--- config.mk ---
export PLATFORM = sky130hd
export DESIGN_NAME = vga_fml_arb
export DESIGN_NICKNAME = d
export VERILOG_FILES = /design/src/rtl/vga_fml_arb.sv
export SDC_FILE = /design/constraint.sdc
export NUM_CORES = 1
export LEC_CHECK = 0
export BUFFER_PORTS_ARGS = -buffer_cell sky130_fd_sc_hd__buf_2
export CAP_MARGIN = 10
export CORE_MARGIN = 8
export CORE_UTILIZATION = 32
export DETAILED_ROUTE_END_ITERATION = 16
export PLACE_DENSITY = 0.9
export SLEW_MARGIN = 10
export SYNTH_ARGS = -nofsm -noshare
export SYNTH_HDL_FRONTEND = slang
export SYNTH_SLANG_ARGS = --single-unit
--- constraint.sdc ---
create_clock -name sys_clk -period 2.1 [get_ports sys_clk]
set_clock_uncertainty 0.1 [all_clocks]
set_input_delay 0.21 -clock sys_clk [delete_from_list [all_inputs] [get_ports sys_clk]]
set_output_delay 0.21 -clock sys_clk [all_outputs]
set_load 0.005 [all_outputs]
--- src/rtl/vga_fml_arb.sv ---
// Two-master FML arbiter: merges LCD refresh and CPU traffic onto one SDRAM port.
// LCD has priority, with a bounded run of back-to-back LCD grants while the CPU waits.
module vga_fml_arb #(
  parameter int unsigned fml_depth = 20,
  parameter int unsigned burst_len = 4,
  parameter int unsigned lcd_max   = 4
) (
  input  logic                 sys_clk,
  input  logic                 sys_rst,

  input  logic [fml_depth-1:0] lcd_fml_adr,
  input  logic                 lcd_fml_stb,
  input  logic                 lcd_fml_we,
  input  logic [1:0]           lcd_fml_sel,
  input  logic [15:0]          lcd_fml_do,
  output logic                 lcd_fml_ack,
  output logic [15:0]          lcd_fml_di,

  input  logic [fml_depth-1:0] cpu_fml_adr,
  input  logic                 cpu_fml_stb,
  input  logic                 cpu_fml_we,
  input  logic [1:0]           cpu_fml_sel,
  input  logic [15:0]          cpu_fml_do,
  output logic                 cpu_fml_ack,
  output logic [15:0]          cpu_fml_di,

  output logic [fml_depth-1:0] fml_adr,
  output logic                 fml_stb,
  output logic                 fml_we,
  output logic [1:0]           fml_sel,
  output logic [15:0]          fml_do,
  input  logic                 fml_ack,
  input  logic [15:0]          fml_di
);

  localparam logic [1:0] StIdle   = 2'd0;
  localparam logic [1:0] StGntLcd = 2'd1;
  localparam logic [1:0] StGntCpu = 2'd2;
  localparam logic [1:0] StBurst  = 2'd3;

  localparam int unsigned     CntW    = (burst_len > 2) ? $clog2(burst_len) : 1;
  localparam logic [CntW-1:0] CntLoad = (burst_len > 1) ? CntW'(burst_len - 2) : '0;
  localparam logic [2:0]      LcdMax  = 3'(lcd_max);

  logic [1:0]      state_q, state_d;
  logic [2:0]      lcd_run_q, lcd_run_d;
  logic [CntW-1:0] beat_q, beat_d;
  logic            owner_q, owner_d;  // 0 = LCD, 1 = CPU
  logic            gnt_stb;

  always_ff @(posedge sys_clk) begin
    if (!sys_rst) begin
      state_q   <= StIdle;
      lcd_run_q <= '0;
      beat_q    <= '0;
      owner_q   <= 1'b0;
    end else begin
      state_q   <= state_d;
      lcd_run_q <= lcd_run_d;
      beat_q    <= beat_d;
      owner_q   <= owner_d;
    end
  end

  assign gnt_stb = (state_q == StGntCpu) ? cpu_fml_stb : lcd_fml_stb;

  always_comb begin
    state_d   = state_q;
    lcd_run_d = lcd_run_q;
    beat_d    = beat_q;
    owner_d   = owner_q;
    case (state_q)
      StIdle: begin
        if (lcd_fml_stb && (!cpu_fml_stb || lcd_run_q != LcdMax)) begin
          state_d = StGntLcd;
          owner_d = 1'b0;
          // Only reachable below LcdMax when the CPU waits, so this saturates at LcdMax.
          lcd_run_d = cpu_fml_stb ? lcd_run_q + 3'd1 : 3'd0;
        end else if (cpu_fml_stb) begin
          state_d   = StGntCpu;
          owner_d   = 1'b1;
          lcd_run_d = '0;
        end else begin
          lcd_run_d = '0;
        end
      end
      StGntLcd, StGntCpu: begin
        if (!gnt_stb) begin
          state_d = StIdle;
        end else if (fml_ack) begin
          if (burst_len == 1) begin
            state_d = StIdle;
          end else begin
            state_d = StBurst;
            beat_d  = CntLoad;
          end
        end
      end
      StBurst: begin
        if (beat_q == '0) begin
          state_d = StIdle;
        end else begin
          beat_d = beat_q - CntW'(1);
        end
      end
      default: state_d = StIdle;
    endcase
  end

  always_comb begin
    fml_adr     = owner_q ? cpu_fml_adr : lcd_fml_adr;
    fml_we      = owner_q ? cpu_fml_we  : lcd_fml_we;
    fml_sel     = owner_q ? cpu_fml_sel : lcd_fml_sel;
    fml_do      = '0;
    fml_stb     = 1'b0;
    lcd_fml_ack = 1'b0;
    cpu_fml_ack = 1'b0;
    if (state_q != StIdle) begin
      fml_do = owner_q ? cpu_fml_do : lcd_fml_do;
    end
    if (state_q == StGntLcd) begin
      fml_stb     = lcd_fml_stb;
      lcd_fml_ack = fml_ack;
    end
    if (state_q == StGntCpu) begin
      fml_stb     = cpu_fml_stb;
      cpu_fml_ack = fml_ack;
    end
  end

  // Read data is shared; each master qualifies it with its own ack and beat timing.
  assign lcd_fml_di = fml_di;
  assign cpu_fml_di = fml_di;

endmodule

==> results of run 1 <==
-- worst paths after layout --
path,start,to,slack [ns],depth (start not counted)
max,state_q[0],fml_do[11],0.15,5
min,sys_rst,owner_q,0.15,3
max reg2reg,state_q[0],beat_q[1],0.34,5
min reg2reg,beat_q[1],beat_q[1],0.42,2
-- metrics by stage --
stage	cells	total power [mW]	utilization (%)	area (sq um)	hold WS [ns]
2_1_floorplan	165	1.06	-	1320	0.226
3_3_place_gp	301	1.45	43.9	1760	0.320
3_5_place_dp	301	1.49	43.9	1760	0.320
4_1_cts	304	1.69	45.0	1800	0.143
5_1_grt	304	1.82	45.0	1800	0.171
6_report	304	1.67	45.0	1800	0.151
-- per-layer routing --
| layer | share of wire, % | wire (microns) | GRT usage [%] | vias to the layer above |
|---|---|---|---|---|
| met5 | 0 | 0 | 0 | - |
| met4 | 1.3 | 61 | 3.82 | 0 |
| met3 | 14 | 650 | 5.36 | 6 |
| met2 | 51 | 2470 | 25.3 | 83 |
| met1 | 34 | 1620 | 12.8 | 623 |
| li1 | - | - | - | 711 |
-- area by class of cell --
type	instances	area, sq um	area share, %
clock buffer	3	41.3	2.29
inverter	9	33.8	1.88
multi-input combinational	108	852	47.4
sequential	8	161	8.97
tap	50	62.6	3.48
timing repair buffer	126	648	36.0
-- cell usage after synthesis --
cell type and instances:
nand3b_1 1, ha_1 8, a21bo_1 1, mux2_4 1
buf_2 5, buf_4 32, clkbuf_1 3, nor2b_1 1
o21a_1 3, mux2_2 23, nand2_1 7, o32ai_1 1
a21o_1 1, nand3_1 5, a21boi_0 1, inv_1 9
o31ai_1 1, dfxtp_1 8, and2_1 3, nor2_1 21
o21ai_0 1, a311oi_1 1, o221a_2 1, a2bb2oi_1 1
a22oi_1 1, a21oi_1 7, nor3b_1 1, mux2i_1 16
a211oi_1 1
-- where the power goes --
| part | internal, mW | switching, mW |
|---|---|---|
| sequential | 0.191 | 0.0514 |
| combinational | 0.636 | 0.600 |
| clock | 0.125 | 0.0654 |
-- kinds of logic (layout without fill, tap and decap cells) --
logic type	after synthesis	after routing	share of synthesized area, %
muxes	40	40	32.8
AOI/OAI and AO/OA	21	21	11.2
buffers and inverters	49	138	23.5
and+or+nand+nor	39	39	12.9
DFF	8	8	12.1
adders and majority gates	8	8	7.57
-- registers in the layout (all words and copies together) (netlist names) --
register   cells
beat_q         2
lcd_run_q      3
owner_q        1
state_q        2
-- worst min-delay path, stage by stage --
cell and delay, ns:
buf_2 0.13, nand2_1 0.06, a21oi_1 0.03
==> out/results.txt, run 1 <==
status -> finished clean
root buf cell -> clkbuf_8
Max rail drop VDD -> 0.488 mV
Worst slew margin -> 72.2%
DRT iter0 DRCs -> 20
minimum clock period -> 1.95 ns
Slew Viols, Final -> 0
setup tns final -> 0 ns
worst slack, placed -> 0.381 ns
Area contributors post-synth -> mux2_2 (20%), buf_4 (18%), dfxtp_1 (12%), mux2i_1 (12%), ha_1 (7.6%)
Final Cycle Share -> 92.9%
clk buf depth -> 2
die area -> 6450 sq um
synth-to-layout area growth -> 36.0%
Synthesized Nets -> 272
Crit-path slowest cell -> dfxtp_1
fraction of layout cells with a size suffix above 1 -> 61.0%
fill count -> 400
I/O Buffers -> 124
initial antenna violation count -> 0
Buf/Inv on CP -> 3
DR WL/cell -> 15.8 microns
Crit Path Class -> register to output port
CTS tree -> built
DIE WIDTH -> 80.3 microns
Vias -> 1423
Worst path top cell family by delay -> buffers and inverters
CTS buffer count -> 3
Max Cap Violations -> 0
Setup crit end kind -> output port
diodes inserted -> 0
Crit path arrival time -> 1.64 ns
clock sink count -> 8
vias in the first global route -> 1437
fin nets -> 363
total track usage -> 13.3%
commonest non-fill, non-tap cells in the layout -> buf_2 (124), mux2_2 (23), nor2_1 (21), mux2i_1 (16), inv_1 (9)
Netlist cell types -> 29
height of the die -> 80.3 microns
Detailed Routing Iterations Pass 1 -> 4
register area share after synthesis -> 12.1%
row cnt -> 23
Leak -> 0.959 nW
final hold violations -> 0
postcts setup bufs -> 0
cells after synthesis -> 165
largest net degree at the start of global routing -> 35
Worst path max stage delay -> 0.41 ns
worst-path maximum fanout -> 13
Reg clk slew, reported paths -> 0.04 ns
Critical Path, Cell by Cell -> inv_1, ha_1, buf_4, nor2_1, buf_2
I/O pin count -> 173
first-pass GRT wire length -> 6980 microns
syn_area_per_cell -> 8.02 sq um
Least-Margin Pin Slew -> 0.417 ns
hold_buf cts -> 0
drt total wl -> 4800 microns
H-tree depth -> 1
most common cell after layout, fill and taps aside -> buf_2
Clk Latency, worst-skew pair -> 0.23 ns
post_cts resized -> 0
antenna-violating nets left -> 0
DRC viols -> 0
Final GP Congestion -> 0.828
#FFs+latches synth -> 8
Initial Util -> 33.1%
CP startpoint kind -> register
area leader, netlist -> mux2_2
max frequency -> 0.512 GHz
setup ws final -> 0.148 ns
Hold/Removal Path Class -> primary input to register
share of the synthesized area in the top cell type -> 19.6%
RSZ-0062 raised after global routing -> no
Syn Std Cell Area -> 1320 sq um
core area -> 4000 sq um
DP HPWL -> 4170 microns
Setup-failing EPs final -> 0
Req. time, crit path -> 1.79 ns
Power Density -> 927 nW/um^2
Vias/cell -> 4.68
yosys warns -> 0
gr ovfl total -> 0
Note: power is estimated with default switching activity, not from simulation.
==> run 2, diff against run 1 <==
CORE_UTILIZATION = 28   (was 32)
PLACE_DENSITY = 0.81   (was 0.9)
==> run 2 against run 1 <==
- clock-buffer cell count unchanged
- non-clock buffer count up 1
- combinational power about the same
- worst setup slack better by 0.21 ns
- global-route usage down 1.5 points
- sequential share of layout area down 0.062 points
- clock power about the same
- register-to-register slack better by 0.06 ns
- sequential power down 4%
- die area up 11%
- cell count up 1.6%
- maximum frequency up 12%
- critical path type unchanged
- largest power group unchanged
- highest routed layer unchanged
==> out/results.txt, run 2 (synthesis results as in run 1) <==
Least-Margin Pin Slew -> 0.233 ns (was 0.417 ns)
Worst path max stage delay -> 0.37 ns (was 0.41 ns)
Leak -> 0.963 nW (was 0.959 nW)
H-tree depth -> 1 (unchanged)
height of the die -> 84.7 microns (was 80.3 microns)
antenna-violating nets left -> 0 (unchanged)
DP HPWL -> 4130 microns (was 4170 microns)
root buf cell -> clkbuf_8 (unchanged)
first-pass GRT wire length -> 7020 microns (was 6980 microns)
most common cell after layout, fill and taps aside -> buf_2 (unchanged)
DRT iter0 DRCs -> 28 (was 20)
Largest Register -> lcd_run_q (unchanged)
Slew Viols, Final -> 0 (unchanged)
RSZ-0062 raised after global routing -> no (unchanged)
minimum clock period -> 1.74 ns (was 1.95 ns)
drt total wl -> 4640 microns (was 4800 microns)
Worst slew margin -> 84.5% (was 72.2%)
worst slack, placed -> 0.408 ns (was 0.381 ns)
vias in the first global route -> 1352 (was 1437)
I/O pin count -> 173 (unchanged)
initial antenna violation count -> 0 (unchanged)
Setup crit end kind -> output port (unchanged)
DRC viols -> 0 (unchanged)
Detailed Routing Iterations Pass 1 -> 4 (unchanged)
largest net degree at the start of global routing -> 37 (was 35)
Final GP Congestion -> 0.839 (was 0.828)
total track usage -> 11.8% (was 13.3%)
synth-to-layout area growth -> 37.0% (was 36.0%)
clock sink count -> 8 (unchanged)
Buf/Inv on CP -> 3 (unchanged)
max frequency -> 0.574 GHz (was 0.512 GHz)
area post-placement -> 1770 sq um (was 1760 sq um)
Clk Latency, worst-skew pair -> 0.23 ns (about the same)
Max Cap Violations -> 0 (unchanged)
Max rail drop VDD -> 0.337 mV (was 0.488 mV)
post_cts resized -> 0 (unchanged)
post-route cell area -> 1810 sq um (was 1800 sq um)
Req. time, crit path -> 1.79 ns (about the same)
Crit-path slowest cell -> dfxtp_1 (unchanged)
Power Density -> 919 nW/um^2 (was 927 nW/um^2)
commonest non-fill, non-tap cells in the layout -> buf_2 (124), mux2_2 (23), nor2_1 (21), mux2i_1 (16), inv_1 (9) (unchanged)
max FFs per register -> 3 (unchanged)
setup tns final -> 0 ns (unchanged)
Hold/Removal Path Class -> primary input to register (unchanged)
top flop regs -> lcd_run_q x3, beat_q x2, state_q x2 (unchanged)
row cnt -> 25 (was 23)
Final Cycle Share -> 83.0% (was 92.9%)
Setup-failing EPs final -> 0 (unchanged)
diodes inserted -> 0 (unchanged)
hold_buf cts -> 0 (unchanged)
Crit path arrival time -> 1.43 ns (was 1.64 ns)
I/O Buffers -> 124 (unchanged)
CTS buffer count -> 3 (unchanged)
Vias -> 1418 (was 1423)
final hold violations -> 0 (unchanged)
status -> finished clean (unchanged)
Crit Path Class -> register to output port (unchanged)
Reg clk slew, reported paths -> 0.05 ns (was 0.04 ns)
DR WL/cell -> 15.0 microns (was 15.8 microns)
clk buf depth -> 2 (unchanged)
Finished Core Util -> 39.1% (was 45.0%)
core area -> 4630 sq um (was 4000 sq um)
fin nets -> 364 (was 363)
Worst path top cell family by delay -> buffers and inverters (unchanged)
postcts setup bufs -> 0 (unchanged)
worst-path maximum fanout -> 13 (unchanged)
fraction of layout cells with a size suffix above 1 -> 61.2% (was 61.0%)
WHS -> 0.149 ns (was 0.151 ns)
CTS tree -> built (unchanged)
DIE WIDTH -> 84.7 microns (was 80.3 microns)
Initial Util -> 28.6% (was 33.1%)
Vias/cell -> 4.59 (was 4.68)
die area -> 7180 sq um (was 6450 sq um)
setup ws final -> 0.358 ns (was 0.148 ns)
Critical Path, Cell by Cell -> inv_1, ha_1, buf_4, nor2_1, buf_2 (unchanged)
CP startpoint kind -> register (unchanged)
gr ovfl total -> 0 (unchanged)
## run 2: area by class of cell
type	count	area (sq um)
Inverter	9	33.8
Tap cell	54	67.6
Fill cell	470	2820
Multi-Input combinational cell	108	852
Clock buffer	3	41.3
Sequential cell	8	161
Timing Repair Buffer	127	656
## run 2: final timing paths
path / from / endpoint / slack (ns) / cells past startpoint
worst max-delay path: state_q[0] / fml_do[1] / 0.36 / 5
worst min-delay path: sys_rst / owner_q / 0.15 / 3
worst min register to register: owner_q / owner_q / 0.42 / 2
worst max register to register: state_q[0] / beat_q[1] / 0.40 / 5
## run 2: power breakdown
group | leakage (nW) | switching [mW] | internal, mW
logic | 0.876 | 0.590 | 0.652
registers | 0.0658 | 0.0415 | 0.191
clock network | 0.0216 | 0.0653 | 0.125
total | 0.963 | 0.697 | 0.968
## run 2: layer usage
layer	GRT usage, %	vias to the layer above	wire length (microns)
met1	12.5	621	1810
met4	3.40	0	37
met3	4.78	5	495
met2	21.0	78	2300
li1	-	714	-
met5	0	-	0
## run 2: per-stage QoR
stage                     cells  total power [mW]
after floorplan             165              1.06
after global placement      306              1.47
after detailed placement    306              1.49
after CTS                   309              1.69
after global routing        309              1.82
final                       309              1.66
## run 2: worst register-to-register path: cells and delay by family, from the launching register on
family	cells	cell delay, ns
compound gates	2	0.49
flops	1	0.37
mux	1	0.32
fa+ha+maj	1	0.24
buf+inv	1	0.10
